<file path="src/rtl/uart_alu_intf_gen.sv">
// Bridges UART RX/TX and the ALU: gathers multi-byte operands and an opcode from RX frames,
// then streams the ALU result back out to TX one byte at a time, with a stall timeout.
module uart_alu_intf_gen #(
    parameter int unsigned SIZEDATA       = 8,
    parameter int unsigned SIZEOP         = 6,
    parameter int unsigned TIMEOUT_CYCLES = 500000
) (
    input  logic                i_clock,
    input  logic                i_reset,
    input  logic                i_rx_done,
    input  logic [7:0]          i_rx_data,
    input  logic [SIZEDATA-1:0] i_alu_result,
    input  logic                i_tx_done,
    output logic [SIZEDATA-1:0] o_alu_datoa,
    output logic [SIZEDATA-1:0] o_alu_datob,
    output logic [SIZEOP-1:0]   o_alu_opcode,
    output logic [7:0]          o_tx_data,
    output logic                o_tx_signal,
    output logic                o_busy,
    output logic                o_timeout_err
);

    localparam int unsigned NBYTES = (SIZEDATA + 7) / 8;
    localparam int unsigned BW     = NBYTES * 8;
    localparam int unsigned CW     = $clog2(NBYTES + 1);
    localparam int unsigned TW     = $clog2(TIMEOUT_CYCLES + 1);

    localparam logic [CW-1:0] LastByte = CW'(NBYTES - 1);
    localparam logic [TW-1:0] TmoLast  = TW'(TIMEOUT_CYCLES - 1);

    typedef enum logic [2:0] {
        StRxA,
        StRxB,
        StRxOp,
        StAluWait,
        StTxSend,
        StTxWait
    } state_e;

    state_e                state_q, state_d;
    logic [CW-1:0]         byte_cnt_q, byte_cnt_d;
    logic [TW-1:0]         tmo_q, tmo_d;
    logic [BW-1:0]         shadow_q, shadow_d;
    logic [BW-1:0]         res_q, res_d;
    logic [SIZEDATA-1:0]   datoa_q, datoa_d;
    logic [SIZEDATA-1:0]   datob_q, datob_d;
    logic [SIZEOP-1:0]     opcode_q, opcode_d;
    logic [7:0]            tx_data_q, tx_data_d;
    logic                  busy_q, busy_d;
    logic                  err_q, err_d;

    logic [BW-1:0]         rx_shift;
    logic [BW-1:0]         alu_ext;
    logic                  count_en;
    logic                  last_rx_byte;

    // New byte enters at the top so the first byte received ends up in the LSB position.
    assign rx_shift     = (shadow_q >> 8) | (BW'(i_rx_data) << (BW - 8));
    assign alu_ext      = BW'(i_alu_result);
    assign last_rx_byte = (byte_cnt_q == LastByte);

    always_comb begin
        state_d    = state_q;
        byte_cnt_d = byte_cnt_q;
        tmo_d      = tmo_q;
        shadow_d   = shadow_q;
        res_d      = res_q;
        datoa_d    = datoa_q;
        datob_d    = datob_q;
        opcode_d   = opcode_q;
        tx_data_d  = tx_data_q;
        busy_d     = busy_q;
        err_d      = err_q;
        count_en   = 1'b0;

        unique case (state_q)
            StRxA: begin
                if (i_rx_done) begin
                    tmo_d    = '0;
                    err_d    = 1'b0;
                    busy_d   = 1'b1;
                    shadow_d = rx_shift;
                    if (last_rx_byte) begin
                        byte_cnt_d = '0;
                        datoa_d    = rx_shift[SIZEDATA-1:0];
                        state_d    = StRxB;
                    end else begin
                        byte_cnt_d = byte_cnt_q + 1'b1;
                    end
                end else if (byte_cnt_q == '0) begin
                    // Idle: nothing to time out on.
                    tmo_d = '0;
                end else begin
                    count_en = 1'b1;
                end
            end
            StRxB: begin
                if (i_rx_done) begin
                    tmo_d    = '0;
                    shadow_d = rx_shift;
                    if (last_rx_byte) begin
                        byte_cnt_d = '0;
                        datob_d    = rx_shift[SIZEDATA-1:0];
                        state_d    = StRxOp;
                    end else begin
                        byte_cnt_d = byte_cnt_q + 1'b1;
                    end
                end else begin
                    count_en = 1'b1;
                end
            end
            StRxOp: begin
                if (i_rx_done) begin
                    tmo_d    = '0;
                    opcode_d = i_rx_data[SIZEOP-1:0];
                    state_d  = StAluWait;
                end else begin
                    count_en = 1'b1;
                end
            end
            StAluWait: begin
                tx_data_d  = alu_ext[7:0];
                res_d      = alu_ext >> 8;
                byte_cnt_d = '0;
                tmo_d      = '0;
                state_d    = StTxSend;
            end
            StTxSend: begin
                tmo_d   = '0;
                state_d = StTxWait;
            end
            StTxWait: begin
                if (i_tx_done) begin
                    if (last_rx_byte) begin
                        byte_cnt_d = '0;
                        busy_d     = 1'b0;
                        state_d    = StRxA;
                    end else begin
                        byte_cnt_d = byte_cnt_q + 1'b1;
                        tx_data_d  = res_q[7:0];
                        res_d      = res_q >> 8;
                        state_d    = StTxSend;
                    end
                end else begin
                    count_en = 1'b1;
                end
            end
            default: state_d = StRxA;
        endcase

        // Only reached when no byte/handshake arrived this cycle, so an abort never loses data.
        if (count_en) begin
            if (tmo_q == TmoLast) begin
                err_d      = 1'b1;
                busy_d     = 1'b0;
                byte_cnt_d = '0;
                tmo_d      = '0;
                shadow_d   = '0;
                state_d    = StRxA;
            end else begin
                tmo_d = tmo_q + 1'b1;
            end
        end
    end

    always_ff @(posedge i_clock) begin
        if (i_reset) begin
            state_q    <= StRxA;
            byte_cnt_q <= '0;
            tmo_q      <= '0;
            shadow_q   <= '0;
            res_q      <= '0;
            datoa_q    <= '0;
            datob_q    <= '0;
            opcode_q   <= '0;
            tx_data_q  <= '0;
            busy_q     <= 1'b0;
            err_q      <= 1'b0;
        end else begin
            state_q    <= state_d;
            byte_cnt_q <= byte_cnt_d;
            tmo_q      <= tmo_d;
            shadow_q   <= shadow_d;
            res_q      <= res_d;
            datoa_q    <= datoa_d;
            datob_q    <= datob_d;
            opcode_q   <= opcode_d;
            tx_data_q  <= tx_data_d;
            busy_q     <= busy_d;
            err_q      <= err_d;
        end
    end

    assign o_alu_datoa   = datoa_q;
    assign o_alu_datob   = datob_q;
    assign o_alu_opcode  = opcode_q;
    assign o_tx_data     = tx_data_q;
    assign o_tx_signal   = (state_q == StTxSend);
    assign o_busy        = busy_q;
    assign o_timeout_err = err_q;

endmodule

</file>
<file path="config.mk">
export PLATFORM = sky130hd
export DESIGN_NAME = uart_alu_intf_gen
export DESIGN_NICKNAME = d
export VERILOG_FILES = /design/src/rtl/uart_alu_intf_gen.sv
export SDC_FILE = /design/constraint.sdc
export NUM_CORES = 1
export LEC_CHECK = 0
export CORE_MARGIN = 2
export CORE_UTILIZATION = 50
export DETAILED_ROUTE_END_ITERATION = 10
export GPL_TIMING_DRIVEN = 0
export PLACE_DENSITY = 0.79
export SLEW_MARGIN = 40
export SYNTH_ARGS = -nofsm -noshare
export SYNTH_HDL_FRONTEND = slang
export SYNTH_SLANG_ARGS = --single-unit
</file>
<file path="constraint.sdc">
create_clock -name i_clock -period 2.4 [get_ports i_clock]
set_input_delay 0.24 -clock i_clock [delete_from_list [all_inputs] [get_ports i_clock]]
set_output_delay 0.24 -clock i_clock [all_outputs]
set_load 0.01 [all_outputs]
</file>
==> metrics.txt <==
# TYPE chip_impl_metric gauge
chip_impl_metric{name="grt_pass1_vias",unit=""} 2097
chip_impl_metric{name="area.growth.synth_to_final",unit="%"} 28.4
chip_impl_info{name="kind_of_end_point_of_the_critical_path",value="flip-flop"} 1
chip_impl_info{name="timing_worst_setup_path_type",value="flip-flop to flip-flop"} 1
chip_impl_metric{name="pwr-share-comb",unit=""} 0.137
chip_impl_metric{name="ys_ff_latch",unit=""} 55
chip_impl_metric{name="grt_antenna_before_repair",unit=""} 0
chip_impl_metric{name="finalCriticalPeriod",unit="ns"} 2.01
chip_impl_metric{name="gate_count_after_technology_mapping",unit=""} 288
chip_impl_metric{name="switching_share",unit=""} 0.260
chip_impl_metric{name="clock_tree.htree_level_count",unit=""} 2
chip_impl_metric{name="setup-violations-final",unit=""} 0
chip_impl_metric{name="maximum_achievable_frequency",unit="MHz"} 497
chip_impl_metric{name="port_buffers",unit=""} 52
chip_impl_metric{name="tritoncts.num_buffers",unit=""} 5
chip_impl_metric{name="synth.distinct_cells",unit=""} 47
chip_impl_metric{name="drive_above_1_share",unit=""} 0.0747
chip_impl_metric{name="place_area",unit="µm²"} 3080
chip_impl_metric{name="core_area",unit="µm²"} 4750
chip_impl_metric{name="multi_input_combinational_cell_area",unit="µm²"} 1240
chip_impl_metric{name="via_count",unit=""} 2308
chip_impl_metric{name="routedWlPerCell",unit="µm"} 14.3
chip_impl_metric{name="cts.hold.buffers_added",unit=""} 0
chip_impl_metric{name="sequentialPowerShare",unit=""} 0.542
chip_impl_info{name="cts_root_buffer",value="clkbuf_8"} 1
chip_impl_metric{name="antenna-diode-count",unit=""} 0
chip_impl_metric{name="yosysWarningCount",unit=""} 0
chip_impl_info{name="tritoncts",value="built"} 1
chip_impl_metric{name="grt_pass1_wl",unit="µm"} 9650
chip_impl_info{name="grt_setup_unrepaired",value="false"} 1
chip_impl_metric{name="worstPathMaxFanout",unit=""} 10
chip_impl_metric{name="n_fill_cell",unit=""} 394
chip_impl_info{name="cpMaxStageDelayCell",value="dfxtp_1"} 1
chip_impl_metric{name="cts_buffer_depth",unit=""} 2
chip_impl_metric{name="floorplan.initialDensity",unit=""} 0.521
chip_impl_metric{name="critical_path_required",unit="ns"} 2.58
chip_impl_metric{name="regArea",unit="µm²"} 1100
chip_impl_metric{name="dp.final_hpwl",unit="µm"} 4270
chip_impl_info{name="cpMostUsedCell",value="a31oi_1"} 1
chip_impl_info{name="critPathTopFamily",value="simple AND/OR/NAND/NOR gates"} 1
chip_impl_metric{name="wirelength",unit="µm"} 5940
chip_impl_metric{name="clk_latency",unit="ns"} 0.31
chip_impl_info{name="critical_path_cell_by_cell",value="ha_1 > nand4_1 > nor2_1 > a211oi_2 > buf_6 > buf_8 > a31oi_1 > a31oi_1"} 1
chip_impl_info{name="status",value="completed"} 1
chip_impl_metric{name="groute.usage.overall",unit=""} 0.222
chip_impl_metric{name="p_clk_frac",unit=""} 0.321
chip_impl_metric{name="drv_cap",unit=""} 0
chip_impl_info{name="start_kind",value="flip-flop"} 1
chip_impl_metric{name="critical_path_buf_inv_count",unit=""} 2
chip_impl_metric{name="synth-seq-area-share",unit=""} 0.444
chip_impl_metric{name="cts-resized-gates",unit=""} 0
chip_impl_metric{name="post-cts-setup-buffers",unit=""} 0
chip_impl_metric{name="totalNegativeSetupSlack",unit="ns"} 0
chip_impl_info{name="timing.hold.worst.start",value="tmo_q[18]$_SDFFE_PP0P_"} 1
chip_impl_metric{name="worst_setup_hold_path_clk_slew",unit="ns"} 0.11
chip_impl_metric{name="mappedNetlistArea",unit="µm²"} 2480
chip_impl_info{name="most_instantiated_flip_flop_cell_in_the_synthesis_netlist",value="dfxtp_1"} 1
chip_impl_metric{name="leakage",unit="nW"} 1.14
chip_impl_metric{name="max_slew.worst_pin.slew",unit="ns"} 0.614
chip_impl_metric{name="drt_pass1_iterations",unit=""} 4
chip_impl_metric{name="synth-compound-area-share",unit=""} 0.207
chip_impl_metric{name="layout_worst_path_cycle_share",unit=""} 0.838
chip_impl_info{name="largest_family_of_logic_cells_by_synthesized_area",value="simple AND/OR/NAND/NOR gates"} 1
chip_impl_metric{name="drv_slew",unit=""} 0
chip_impl_metric{name="cts_num_sinks",unit=""} 55
chip_impl_metric{name="power.switching",unit="mW"} 0.458
chip_impl_metric{name="yosys.area_share.adder",unit=""} 0.00505
chip_impl_metric{name="io_pins",unit=""} 53
chip_impl_metric{name="synth-async-reset-ratio",unit=""} 0
chip_impl_metric{name="ir_worst_vdd",unit="V"} 0.000429
chip_impl_metric{name="timing_hold_violations_final",unit=""} 0
chip_impl_metric{name="cellPowerDensity",unit="nW/µm²"} 553
chip_impl_metric{name="rows",unit=""} 25
chip_impl_metric{name="synth_simple_gate_area_share",unit=""} 0.226
chip_impl_metric{name="worst_path_largest_cell_delay",unit="ns"} 0.43
chip_impl_metric{name="postRouteAntennaNets",unit=""} 0
chip_impl_metric{name="crit_arrival",unit="ns"} 2.19
chip_impl_metric{name="design.final.nets",unit=""} 368
chip_impl_metric{name="floorplan.die_area",unit="µm²"} 5530
chip_impl_metric{name="synthXorXnorAreaFrac",unit=""} 0
chip_impl_info{name="reg2reg_from",value="tmo_q[0]$_SDFFE_PP0P_"} 1
chip_impl_metric{name="maxSlewHeadroom",unit=""} 0.588
chip_impl_metric{name="die_w",unit="µm"} 74.4
chip_impl_metric{name="via_per_inst",unit=""} 5.56
chip_impl_metric{name="gr-total-overflow",unit=""} 0
chip_impl_info{name="min_path_type",value="flip-flop to flip-flop"} 1
chip_impl_metric{name="remaining_routing_drc_violations",unit=""} 0
chip_impl_metric{name="syn_area_per_cell",unit="µm²"} 8.60
chip_impl_metric{name="drtIter0Drc",unit=""} 125
chip_impl_metric{name="synthesized_netlist_net_count",unit=""} 309
chip_impl_metric{name="final_design_area_no_fill",unit="µm²"} 3180
chip_impl_metric{name="synth.mux.area_fraction",unit=""} 0.0646
chip_impl_metric{name="gp_congestion",unit=""} 0.888
chip_impl_metric{name="pin_count_of_the_biggest_net_entering_global_routing",unit=""} 19
chip_impl_metric{name="intPower",unit="mW"} 1.30
chip_impl_metric{name="synth-edff-count",unit=""} 0
chip_impl_metric{name="fin_skew",unit="ns"} 0.0101
chip_impl_info{name="setup_crit_start",value="tmo_q[0]$_SDFFE_PP0P_"} 1
chip_impl_metric{name="die_height",unit="µm"} 74.4
## registers in the layout, indices dropped and copies added, names as in the netlist
signal and flops:
o_tx_data 8, state_q 3, tmo_q 19, o_alu_datoa 8, o_timeout_err 1, o_busy 1, byte_cnt_q 1, o_alu_opcode 6
o_alu_datob 8
## logic make-up after synthesis
group,after synthesis
AO/OA/AOI/OAI,78
adder cells (fa/ha/maj),1
buffers and inverters,25
flip-flops,55
multiplexers,16
AND/OR/NAND/NOR,113
## cells in the final DEF, fill, tap and decap left out, types with 3 or more instances in the layout
cell type,netlist,routed
a22oi_1,9,9
dfxtp_1,55,55
inv_1,9,9
mux2i_1,16,16
nand2_1,28,28
a31oi_1,11,11
nand4_1,6,6
nor2b_1,5,5
nor2_1,37,37
nand3_1,10,10
a21oi_1,26,26
clkdlybuf4s50_1,0,52
buf_2,3,3
buf_6,3,3
nand3b_1,3,3
o21ai_0,16,16
nand2b_1,3,3
clkbuf_8,0,6
clkbuf_1,8,8
nor3_1,4,4
## Yosys cell counts (2+ instances only)
library cell | instances | area [µm²]
nor2_2 | 2 | 12.5
nor2b_1 | 5 | 31.3
buf_2 | 3 | 15.0
o211ai_1 | 2 | 15.0
nand4_1 | 6 | 37.5
mux2i_1 | 16 | 160
inv_1 | 9 | 33.8
nand3b_1 | 3 | 22.5
nor2_1 | 37 | 139
a31oi_1 | 11 | 68.8
nand2_1 | 28 | 105
nand2b_1 | 3 | 18.8
dfxtp_1 | 55 | 1100
a21oi_1 | 26 | 130
a22oi_1 | 9 | 67.6
a41oi_1 | 2 | 17.5
buf_6 | 3 | 33.8
nor3_1 | 4 | 20.0
and3_1 | 2 | 12.5
or2b_1 | 2 | 15.0
o21ai_0 | 16 | 80.1
nand3_1 | 10 | 50.1
and2_1 | 2 | 12.5
clkbuf_1 | 8 | 30.0
or3_1 | 2 | 12.5
## worst reg2reg max path, cell delays in order (launching register included)
cell      delay [ns]
dfxtp_1         0.43
ha_1            0.26
nand4_1         0.26
nor2_1          0.28
a211oi_2        0.13
buf_6           0.17
buf_8           0.14
a31oi_1         0.15
a31oi_1         0.06
## metrics by stage
step / hold slack [ns] / setup WS, ns / total power [mW] / utilization / cells
6_report: 0.467 / 0.388 / 1.76 / 0.669 / 415
4_1_cts: 0.467 / 0.394 / 1.77 / 0.669 / 415
3_3_place_gp: 0.445 / 0.385 / 1.21 / 0.648 / 407
5_1_grt: 0.491 / 0.240 / 1.84 / 0.669 / 415
3_5_place_dp: 0.453 / 0.337 / 1.21 / 0.648 / 407
2_1_floorplan: 0.376 / 0.744 / 1.10 / - / 288
## final cells by class
| cell class | instances | area share |
|---|---|---|
| plain buffers | 16 | 0.0307 |
| clock buffers | 6 | 0.0260 |
| clock inverters | 2 | 0.00551 |
| inverters | 9 | 0.0106 |
| multi-input cells | 208 | 0.391 |
| flip-flops and latches | 55 | 0.346 |
| well taps | 67 | 0.0263 |
| repair buffers | 52 | 0.164 |
## routing by layer
layer  up-vias  GRT usage  share of wire
li1       1144          -              -
met4         0     0.0536         0.0051
met5         -          0              0
met2        58      0.375           0.48
met3         4     0.0867          0.070
met1      1102      0.268           0.44
## power groups by stage
stage          sequential [mW]  clock [mW]  combinational (mW)
6_report                 0.954       0.564               0.241
4_1_cts                  0.954       0.576               0.242
5_1_grt                  0.957       0.618               0.262
3_3_place_gp             0.973           0               0.238
2_1_floorplan            0.984           0               0.119
3_5_place_dp             0.974           0               0.240
## worst paths after layout
path                       endpoint  cells after the start  slack [ns]
min          tmo_q[18]$_SDFFE_PP0P_                      1        0.47
min reg2reg  tmo_q[18]$_SDFFE_PP0P_                      1        0.47
max          tmo_q[15]$_SDFFE_PP0P_                      8        0.39
max reg2reg  tmo_q[15]$_SDFFE_PP0P_                      8        0.39
No activity file was read; power rests on OpenSTA's default activity.
